--- config.mk ---
export PLATFORM = sky130hd
export DESIGN_NAME = tlp_demux_n_flat
export DESIGN_NICKNAME = d
export VERILOG_FILES = /design/src/rtl/tlp_demux_n_if.sv /design/src/rtl/tlp_demux_n.sv /design/src/flat_wrapper.sv
export SDC_FILE = /design/constraint.sdc
export NUM_CORES = 2
export LEC_CHECK = 0
export CAP_MARGIN = 40
export CORE_AREA = 2 2 620 622
export DETAILED_ROUTE_END_ITERATION = 16
export DIE_AREA = 0 0 622 624
export SLEW_MARGIN = 20
export SYNTH_ARGS = -nofsm -noshare
export SYNTH_HDL_FRONTEND = slang
export SYNTH_SLANG_ARGS = --single-unit
--- constraint.sdc ---
create_clock -name clk -period 90.3 [get_ports clk]
set_clock_uncertainty 0.2 [all_clocks]
set_input_delay 13.545 -clock clk [delete_from_list [all_inputs] [get_ports clk]]
set_output_delay 13.545 -clock clk [all_outputs]
set_load 0.01 [all_outputs]
--- src/rtl/tlp_demux_n_if.sv ---
// Streaming bus of the N-way TLP demultiplexer: one input lane, PORTS output lanes.
interface tlp_demux_n_if #(
  parameter int PORTS        = 3,
  parameter int HEADER_SIZE  = 128,
  parameter int PAYLOAD_SIZE = 256
);
  logic [PAYLOAD_SIZE-1:0]       in_data;
  logic [HEADER_SIZE-1:0]        in_hdr;
  logic                          in_sop;
  logic                          in_eop;
  logic                          in_valid;
  logic                          in_ready;
  logic [PORTS*PAYLOAD_SIZE-1:0] out_data;
  logic [PORTS*HEADER_SIZE-1:0]  out_hdr;
  logic [PORTS-1:0]              out_sop;
  logic [PORTS-1:0]              out_eop;
  logic [PORTS-1:0]              out_valid;
  logic [PORTS-1:0]              out_ready;

  // Traffic source and sink side.
  modport master (
    output in_data, in_hdr, in_sop, in_eop, in_valid, out_ready,
    input  in_ready, out_data, out_hdr, out_sop, out_eop, out_valid
  );

  // Demultiplexer side.
  modport slave (
    input  in_data, in_hdr, in_sop, in_eop, in_valid, out_ready,
    output in_ready, out_data, out_hdr, out_sop, out_eop, out_valid
  );
endinterface

--- src/rtl/tlp_demux_n.sv ---
// N-way TLP demultiplexer: decodes Fmt/Type on SOP, steers the whole frame to the
// first matching port through a 2-entry skid buffer, and counts drops and framing errors.
module tlp_demux_n #(
  parameter int                 PORTS        = 3,
  parameter int                 DOUBLE_WORD  = 32,
  parameter int                 HEADER_SIZE  = 4 * DOUBLE_WORD,
  parameter int                 PAYLOAD_SIZE = 8 * DOUBLE_WORD,
  parameter logic [PORTS*8-1:0] ROUTE_VAL    = 24'h0A_40_00,
  parameter logic [PORTS*8-1:0] ROUTE_MASK   = 24'hBF_DF_DF,
  parameter int                 CNT_WIDTH    = 16
) (
  input  logic                 clk,
  input  logic                 rst,
  input  logic                 enable,
  tlp_demux_n_if.slave         bus,
  output logic [CNT_WIDTH-1:0] drop_cnt,
  output logic [CNT_WIDTH-1:0] err_cnt
);

  localparam int SEL_W = (PORTS > 1) ? $clog2(PORTS) : 1;

  typedef enum logic [1:0] {ST_IDLE, ST_FWD, ST_DROP} state_t;

  typedef struct packed {
    logic [PAYLOAD_SIZE-1:0] data;
    logic [HEADER_SIZE-1:0]  hdr;
    logic                    sop;
    logic                    eop;
  } beat_t;

  state_t                 state_q, state_d;
  logic [SEL_W-1:0]       sel_q, sel_d;
  logic [HEADER_SIZE-1:0] hdr_q;
  logic                   in_ready_q;
  logic                   accept;
  logic [7:0]             ft;
  logic [PORTS-1:0]       match;
  logic                   hit;
  logic [SEL_W-1:0]       hit_idx;
  logic [PORTS-1:0]       push;
  logic                   drop_inc;
  logic                   err_inc;
  beat_t                  in_beat;

  beat_t                  out_q [PORTS];
  beat_t                  tmp_q [PORTS];
  logic [PORTS-1:0]       out_valid_q;
  logic [PORTS-1:0]       tmp_valid_q;
  logic [PORTS-1:0]       ready_early;

  assign accept = bus.in_valid && in_ready_q;
  assign ft     = bus.in_hdr[HEADER_SIZE-1 -: 8];

  // Non-SOP beats carry the header captured at the start of their frame.
  assign in_beat = {bus.in_data, (bus.in_sop ? bus.in_hdr : hdr_q), bus.in_sop, bus.in_eop};

  // Match Fmt/Type against every port; the lowest matching index wins.
  always_comb begin
    match   = '0;
    hit     = 1'b0;
    hit_idx = '0;
    for (int p = 0; p < PORTS; p++) begin
      match[p] = ((ft & ROUTE_MASK[p*8 +: 8]) == (ROUTE_VAL[p*8 +: 8] & ROUTE_MASK[p*8 +: 8]));
    end
    for (int p = PORTS - 1; p >= 0; p--) begin
      if (match[p]) begin
        hit     = 1'b1;
        hit_idx = SEL_W'(p);
      end
    end
  end

  // Frame FSM next-state, port push strobes and counter increments.
  always_comb begin
    // NOTE: every output gets a default first so no path leaves it unassigned (no latches).
    state_d  = state_q;
    sel_d    = sel_q;
    push     = '0;
    drop_inc = 1'b0;
    err_inc  = 1'b0;
    if (accept) begin
      if (bus.in_sop) begin
        // A SOP inside a frame is a framing error; it still starts a new frame.
        if (state_q != ST_IDLE) err_inc = 1'b1;
        if (enable && hit) begin
          push[hit_idx] = 1'b1;
          sel_d         = hit_idx;
          state_d       = bus.in_eop ? ST_IDLE : ST_FWD;
        end else begin
          drop_inc = 1'b1;
          state_d  = bus.in_eop ? ST_IDLE : ST_DROP;
        end
      end else begin
        unique case (state_q)
          ST_IDLE: err_inc = 1'b1;
          ST_FWD: begin
            push[sel_q] = 1'b1;
            if (bus.in_eop) state_d = ST_IDLE;
          end
          ST_DROP: if (bus.in_eop) state_d = ST_IDLE;
          default: state_d = ST_IDLE;
        endcase
      end
    end
  end

  // A port can take a beat next cycle if it drains now or has a free slot.
  always_comb begin
    for (int p = 0; p < PORTS; p++) begin
      ready_early[p] = bus.out_ready[p] || (!tmp_valid_q[p] && (!out_valid_q[p] || !push[p]));
    end
  end

  // FSM state, SOP header, registered in_ready and saturating counters.
  always_ff @(posedge clk) begin
    // NOTE: state is updated with <= only, so every reader sees the pre-edge value.
    if (rst) begin
      state_q    <= ST_IDLE;
      sel_q      <= '0;
      hdr_q      <= '0;
      in_ready_q <= 1'b0;
      drop_cnt   <= '0;
      err_cnt    <= '0;
    end else begin
      state_q    <= state_d;
      sel_q      <= sel_d;
      if (accept && bus.in_sop) hdr_q <= bus.in_hdr;
      // Conservative: the target port is unknown before decode, so all ports must agree.
      in_ready_q <= &ready_early;
      if (drop_inc && (drop_cnt != '1)) drop_cnt <= drop_cnt + CNT_WIDTH'(1);
      if (err_inc && (err_cnt != '1))   err_cnt  <= err_cnt + CNT_WIDTH'(1);
    end
  end

  // Per-port skid buffer: output register plus one overflow slot.
  always_ff @(posedge clk) begin
    if (rst) begin
      // NOTE: the beat registers are cleared because the outputs must read zero after reset.
      for (int p = 0; p < PORTS; p++) begin
        out_q[p] <= '0;
        tmp_q[p] <= '0;
      end
      out_valid_q <= '0;
      tmp_valid_q <= '0;
    end else begin
      for (int p = 0; p < PORTS; p++) begin
        if (bus.out_ready[p] || !out_valid_q[p]) begin
          // tmp is only full while in_ready is low, so it never competes with a push here.
          if (tmp_valid_q[p]) begin
            out_q[p]       <= tmp_q[p];
            out_valid_q[p] <= 1'b1;
            tmp_valid_q[p] <= 1'b0;
          end else begin
            out_valid_q[p] <= push[p];
            if (push[p]) out_q[p] <= in_beat;
          end
        end else if (push[p]) begin
          tmp_q[p]       <= in_beat;
          tmp_valid_q[p] <= 1'b1;
        end
      end
    end
  end

  // Flatten the per-port registers onto the packed output buses.
  always_comb begin
    bus.out_data  = '0;
    bus.out_hdr   = '0;
    bus.out_sop   = '0;
    bus.out_eop   = '0;
    for (int p = 0; p < PORTS; p++) begin
      bus.out_data[p*PAYLOAD_SIZE +: PAYLOAD_SIZE] = out_q[p].data;
      bus.out_hdr[p*HEADER_SIZE +: HEADER_SIZE]    = out_q[p].hdr;
      bus.out_sop[p]                               = out_q[p].sop;
      bus.out_eop[p]                               = out_q[p].eop;
    end
  end

  assign bus.out_valid = out_valid_q;
  assign bus.in_ready  = in_ready_q;

endmodule

--- src/flat_wrapper.sv ---
// flat-port wrapper written by rule: the top's interface ports become plain ports
module tlp_demux_n_flat 
#(
  parameter int                 PORTS        = 3,
  parameter int                 DOUBLE_WORD  = 32,
  parameter int                 HEADER_SIZE  = 4 * DOUBLE_WORD,
  parameter int                 PAYLOAD_SIZE = 8 * DOUBLE_WORD,
  parameter logic [PORTS*8-1:0] ROUTE_VAL    = 24'h0A_40_00,
  parameter logic [PORTS*8-1:0] ROUTE_MASK   = 24'hBF_DF_DF,
  parameter int                 CNT_WIDTH    = 16
)
  (clk, rst, enable, drop_cnt, err_cnt, bus_in_data, bus_in_hdr, bus_in_sop, bus_in_eop, bus_in_valid, bus_out_ready, bus_in_ready, bus_out_data, bus_out_hdr, bus_out_sop, bus_out_eop, bus_out_valid);
  tlp_demux_n_if #(.PORTS(PORTS), .HEADER_SIZE(HEADER_SIZE), .PAYLOAD_SIZE(PAYLOAD_SIZE)) bus_i ();
  input  logic clk;
  input  logic rst;
  input  logic enable;
  output logic [CNT_WIDTH-1:0] drop_cnt;
  output logic [CNT_WIDTH-1:0] err_cnt;
  input wire logic [$bits(bus_i.in_data)-1:0] bus_in_data;
  input wire logic [$bits(bus_i.in_hdr)-1:0] bus_in_hdr;
  input wire logic [$bits(bus_i.in_sop)-1:0] bus_in_sop;
  input wire logic [$bits(bus_i.in_eop)-1:0] bus_in_eop;
  input wire logic [$bits(bus_i.in_valid)-1:0] bus_in_valid;
  input wire logic [$bits(bus_i.out_ready)-1:0] bus_out_ready;
  output wire logic [$bits(bus_i.in_ready)-1:0] bus_in_ready;
  output wire logic [$bits(bus_i.out_data)-1:0] bus_out_data;
  output wire logic [$bits(bus_i.out_hdr)-1:0] bus_out_hdr;
  output wire logic [$bits(bus_i.out_sop)-1:0] bus_out_sop;
  output wire logic [$bits(bus_i.out_eop)-1:0] bus_out_eop;
  output wire logic [$bits(bus_i.out_valid)-1:0] bus_out_valid;
  assign bus_i.in_data = bus_in_data;
  assign bus_i.in_hdr = bus_in_hdr;
  assign bus_i.in_sop = bus_in_sop;
  assign bus_i.in_eop = bus_in_eop;
  assign bus_i.in_valid = bus_in_valid;
  assign bus_i.out_ready = bus_out_ready;
  assign bus_in_ready = bus_i.in_ready;
  assign bus_out_data = bus_i.out_data;
  assign bus_out_hdr = bus_i.out_hdr;
  assign bus_out_sop = bus_i.out_sop;
  assign bus_out_eop = bus_i.out_eop;
  assign bus_out_valid = bus_i.out_valid;
  tlp_demux_n #(.PORTS(PORTS), .DOUBLE_WORD(DOUBLE_WORD), .HEADER_SIZE(HEADER_SIZE), .PAYLOAD_SIZE(PAYLOAD_SIZE), .ROUTE_VAL(ROUTE_VAL), .ROUTE_MASK(ROUTE_MASK), .CNT_WIDTH(CNT_WIDTH)) u_core (.clk(clk), .rst(rst), .enable(enable), .bus(bus_i), .drop_cnt(drop_cnt), .err_cnt(err_cnt));
endmodule
======== Yosys cells after proc, flatten, opt, wreduce, memory -nomap -nowiden ========
Memory sizes are Yosys's and may differ from the RTL's.
Cells that the tools add are included.
word-level totals
  register bits ........................... 171
  bits in writable memories ............... 2316
  output and inout bits ................... 1194
  word-level logic and storage cells ...... 153
  memories kept ........................... 2
operators by class
  add/subtract/negate cells ............... 2
  magnitude comparators ................... 4
  equality and inequality tests ........... 8
  mux-type cells .......................... 78
  bitwise logic cells ..................... 9
  reduce and logical (&&, ||, !) cells .... 38
memories
  memory        words  bits a word  read ports  clocked after Yosys merged registers in  write ports  RTL line           RTL
  u_core.out_q  3      386          3           0                                        3            tlp_demux_n.sv:45  beat_t out_q [PORTS];
  u_core.tmp_q  3      386          3           0                                        3            tlp_demux_n.sv:46  beat_t tmp_q [PORTS];
operator list
  cell                   count
  $mux 386               9
  $mux 128               1
  $mux 1                 54
  $add 16x1->16 const B  2
  $ne 16x16->1 const B   2
  $mux 2                 7
  $mux 3                 4
  $logic_and 1x1->1      10
  $logic_not 1->1        9
  $logic_or 1x1->1       9
  $or 1x1->1             9
  $reduce_and 3->1       3
  $logic_not 8->1        1
  $reduce_or 2->1        4
  $eq 7x4->1 const B     1
  $eq 7x6->1 const B     1
  $lt 2x3->1 const B     2
  $demux 1 s2            2
  $ge 2x1->1 const B     2
  $pmux 2 s2             1
  $ne 3x1->1 const B     1
  $eq 2x1->1 const B     1
  $eq 2x2->1 const B     1
  $logic_not 2->1        1
  other kinds (2)        2

======== Logic depth before layout (Yosys ltp) ========
  depth after elaboration ................. 17
  depth in mapped cells ................... 12
  gate-level depth less buffers ........... 8

======== Worst setup path after synthesis ========
Ideal clock, no wire load.
  path type ............................... in2reg
  start point ............................. input bus_in_hdr[120]
  end point ............................... memory u_core.out_q[2][0] in the netlist's numbering, enable pin
  setup time .............................. 1.669 ns
  arrival time ............................ 41.477 ns
  required time ........................... 88.431 ns
  slack ................................... 46.954 ns
  stages .................................. 4
  cells stage by stage .................... or4_4 > nor3b_1 > nor3_1 > o21ai_0
RTL lines
  element      RTL line            RTL
  from (decl)  flat_wrapper.sv:20  input wire logic [$bits(bus_i.in_hdr)-1:0] bus_in_hdr;
  to (decl)    tlp_demux_n.sv:45

==> results.yml <==
status:
  status: "finished clean"
timing:
  period_minus_slack_ns: 19.04
  slew_headroom_pct: 12.7
  hold_viol: 0
  slew_viol_final: 0
  period_share_pct: 21.1
  finalSetupViolations: 0
  max_slew.worst_pin.slew_ns: 1.31
  rsz0062_at_grt: "no"
  fmax_ghz: 0.0525
  finalSetupTns_ns: 0
  setup_ws_ns: 71.26
critical_path:
  start_kind: "input port"
  critPathKind: "in -> reg"
  reg2reg_to: "u_core.out_q[2][354]"
  cp-end-kind: "flop"
  crit_family: "buffers and inverters"
  path_buf_inv: 8
  rrSetupSlack_ns: 84.09
  crit_chain: "clkdlybuf4s50_1 -> nand4_1 -> nor3_2 -> nor3_1 -> o31a_2 -> buf_4 -> buf_4 -> buf_12 -> buf_4 -> buf_16 -> buf_4 -> buf_12 -> o21ai_0"
  crit_top_cell: "buf_4"
  cpMaxStageDelayCell: "o31a_2"
  required_ns: 90.71
  critPathMaxStageDelay_ns: 0.77
  startpoint: "bus_in_valid"
  reg2reg_from: "u_core.state_q[1]"
  worstPathMaxFanout: 124
  crit_arrival_ns: 19.45
  r2r_cells: 14
worst_hold_path:
  hold_class: "reg -> reg"
  hp-start: "u_core.hdr_q[37]"
  hold_depth: 2
  worstHoldEndpoint: "u_core.hdr_q[37]"
cts:
  clockBufferDepth: 4
  cts.repair.resized: 0
  clock_latency_ns: 0.88
  cts_buffers: 280
  cts_setup_buffers: 0
  htreeDepth: 5
  cts.clk_slew.worst_paths_ns: 0.06
  clock_sinks: 2487
  hold_buffers: 0
  cts_tree: "done"
  cts_root_buffer: "clkbuf_16"
floorplanning:
  ios: 1587
  fp-row-count: 227
  core-area_um2: 381000
  start_util_pct: 25.3
  die_w_um: 622
  die_h_um: 624
  dieArea_um2: 388000
yosys:
  syn_nets: 7611
  netlist.area_leader.share_pct: 72.2
  synth_cells: 7213
  mappedNetlistArea_um2: 96400
  yosys_most_used_dff: "edfxtp_1"
  yosys.cell_types.count: 54
  synth_top_cell_by_area: "edfxtp_1"
  synth_seq_cells: 2487
  yosys_warnings: 0
  yosysSeqAreaShare_pct: 75.7
  syn_area_per_cell_um2: 13.4
  synth_edf_count: 2316
  synth-async-reset-ratio_pct: 0
  synthTopCellsByArea: "edfxtp_1 72%, nand2_1 7.6%, dfxtp_1 3.6%, a21oi_1 2.4%, a211oi_1 2.0%"
final_layout:
  areaGrowthSynthToFinish_pct: 32.6
  seq_area_um2: 73000
  final_core_utilization_pct: 33.5
  fillers: 37200
  final_nets: 9138
  multi_input_area_um2: 21300
  layout_commonest_cell: "edfxtp_1"
  most-common-layout-cells: "2316 x edfxtp_1, 1942 x nand2_1, 1584 x clkdlybuf4s50_1, 462 x a21oi_1, 366 x nor2_1"
  drive_gt1_share_pct: 8.93
  stdcell_area_um2: 128000
place:
  pre_cts_ws_ns: 70.28
  hpwl_um: 273000
  portBuffers: 1586
  gp_routability_congestion: 0.879
  postPlaceCellArea_um2: 118000
pwr:
  max-vdd-ir-drop_uv: 13.5
  switching_share_pct: 23.0
  power_switching_uw: 603
  power_leakage_nw: 43.3
  power_mw: 2.62
  pwr-share-clk_pct: 44.4
  p_per_area_nw_per_um2: 20.5
  internal_power_mw: 2.02
  pwr-share-seq_pct: 50.1
  pwr-share-comb_pct: 5.5
drt:
  ant_nets: 0
  drtIter0Drc: 8024
  wl_per_cell_um: 28.3
  vias: 67500
  wl_um: 397000
  viasPerCell: 4.81
  drc: 0
  first_pass_iters: 6
global_routing:
  grtUsageTotal_pct: 19.5
  grt-ovfl-total: 0
  antenna_found_initial: 55
  grt_max_degree: 165
  grt_pass1_vias: 63700
  grt_pass1_wl_um: 536000
run:
  drv_cap: 0
[worst reg2reg max path, stage by stage (launching register included)]
cell,delay [ns]
dfxtp_1,0.34
inv_1,0.08
ha_1,0.18
nand4b_1,0.15
nor3b_1,0.15
nor3_1,0.58
o31a_2,0.77
buf_4,0.56
buf_4,0.60
buf_12,0.57
buf_4,0.48
buf_16,0.27
buf_4,0.54
buf_12,0.30
o21ai_0,0.18
[logic make-up (layout without fill, tap and decap cells)]
logic type | Yosys count | count (layout) | synth area share [%]
flip-flops | 2487 | 2487 | 75.7
XOR/XNOR | 20 | 20 | 0.182
adder cells (fa/ha/maj) | 5 | 5 | 0.0649
other | 0 | 34 | 0
buffers and inverters | 523 | 2268 | 2.36
AO/OA/AOI/OAI | 1348 | 1348 | 8.70
AND/OR/NAND/NOR | 2701 | 2701 | 11.6
multiplexers | 129 | 129 | 1.34
[worst max path at each step]
stage	end	slack [ns]	depth (start not counted)
floorplan	u_core.out_q[2][0]	46.95	4
global placement	u_core.out_q[2][276]	70.11	11
detailed placement	u_core.out_q[2][262]	70.28	12
CTS	u_core.out_q[2][258]	71.30	12
global route	u_core.out_q[2][354]	71.02	13
finish	u_core.out_q[2][354]	71.26	13
[state kept, by name, summed over array words and instances (netlist names)]
register / count
u_core.hdr_q: 128
u_core.state_q: 2
u_core.out_q: 1158
u_core.err_cnt: 16
u_core.drop_cnt: 16
u_core.bus.out_valid: 3
u_core.sel_q: 2
u_core.tmp_valid_q: 3
u_core.bus.in_ready: 1
u_core.tmp_q: 1158
[synthesized netlist by cell type (2+ instances only)]
cell type,n
edfxtp_1,2316
buf_1,9
nor4b_1,4
nor3_1,66
and2_1,130
o21a_1,4
o211ai_1,2
nor2_1,367
o2111ai_1,5
nand3_1,9
inv_1,11
nand2b_1,3
nand2_1,1945
buf_2,84
or2_2,2
nor4_1,9
or4_1,7
clkbuf_1,388
ha_1,5
o22ai_1,130
a21oi_2,200
a21oi_1,462
a211oi_1,257
or3_1,8
nor2b_1,4
a31oi_1,2
xnor2_1,16
mux2i_1,129
nor3b_1,131
o31ai_1,6
nand4_1,7
o21ai_0,272
buf_4,4
dfxtp_1,171
xor2_1,4
buf_6,26
[power by group through the flow]
stage	registers (mW)	clock network [mW]	logic (mW)
final	1.31	1.16	0.144
after global placement	1.34	0	0.144
after floorplan	1.37	0	0.0358
after CTS	1.31	1.18	0.146
after global routing	1.32	1.23	0.151
after detailed placement	1.34	0	0.145
[layer usage]
layer | global-route usage [%] | up-vias | wire, um
li1 | - | 29200 | -
met1 | 24.0 | 33900 | 148000
met2 | 31.3 | 3788 | 187000
met3 | 3.87 | 684 | 32800
met4 | 12.5 | 14 | 28600
met5 | 0 | - | 80
[layout make-up]
| type | count | area share (%) |
|---|---|---|
| Clock inverter | 151 | 1.31 |
| Inverter | 12 | 0.0352 |
| Clock buffer | 349 | 5.88 |
| Multi-Input combinational cell | 4203 | 16.7 |
| Tap cell | 5038 | 4.93 |
| Sequential cell | 2487 | 57.1 |
| Antenna cell | 34 | 0.0666 |
| Timing Repair Buffer | 1756 | 14.0 |
[stage by stage]
step	hold slack [ns]	std cells
after CTS	0.253	14000
after global placement	0.241	13500
after detailed placement	0.246	13500
final	0.252	14000
after global routing	0.265	14000
after floorplan	0.236	7213
Note: power is estimated with default switching activity, not from simulation.
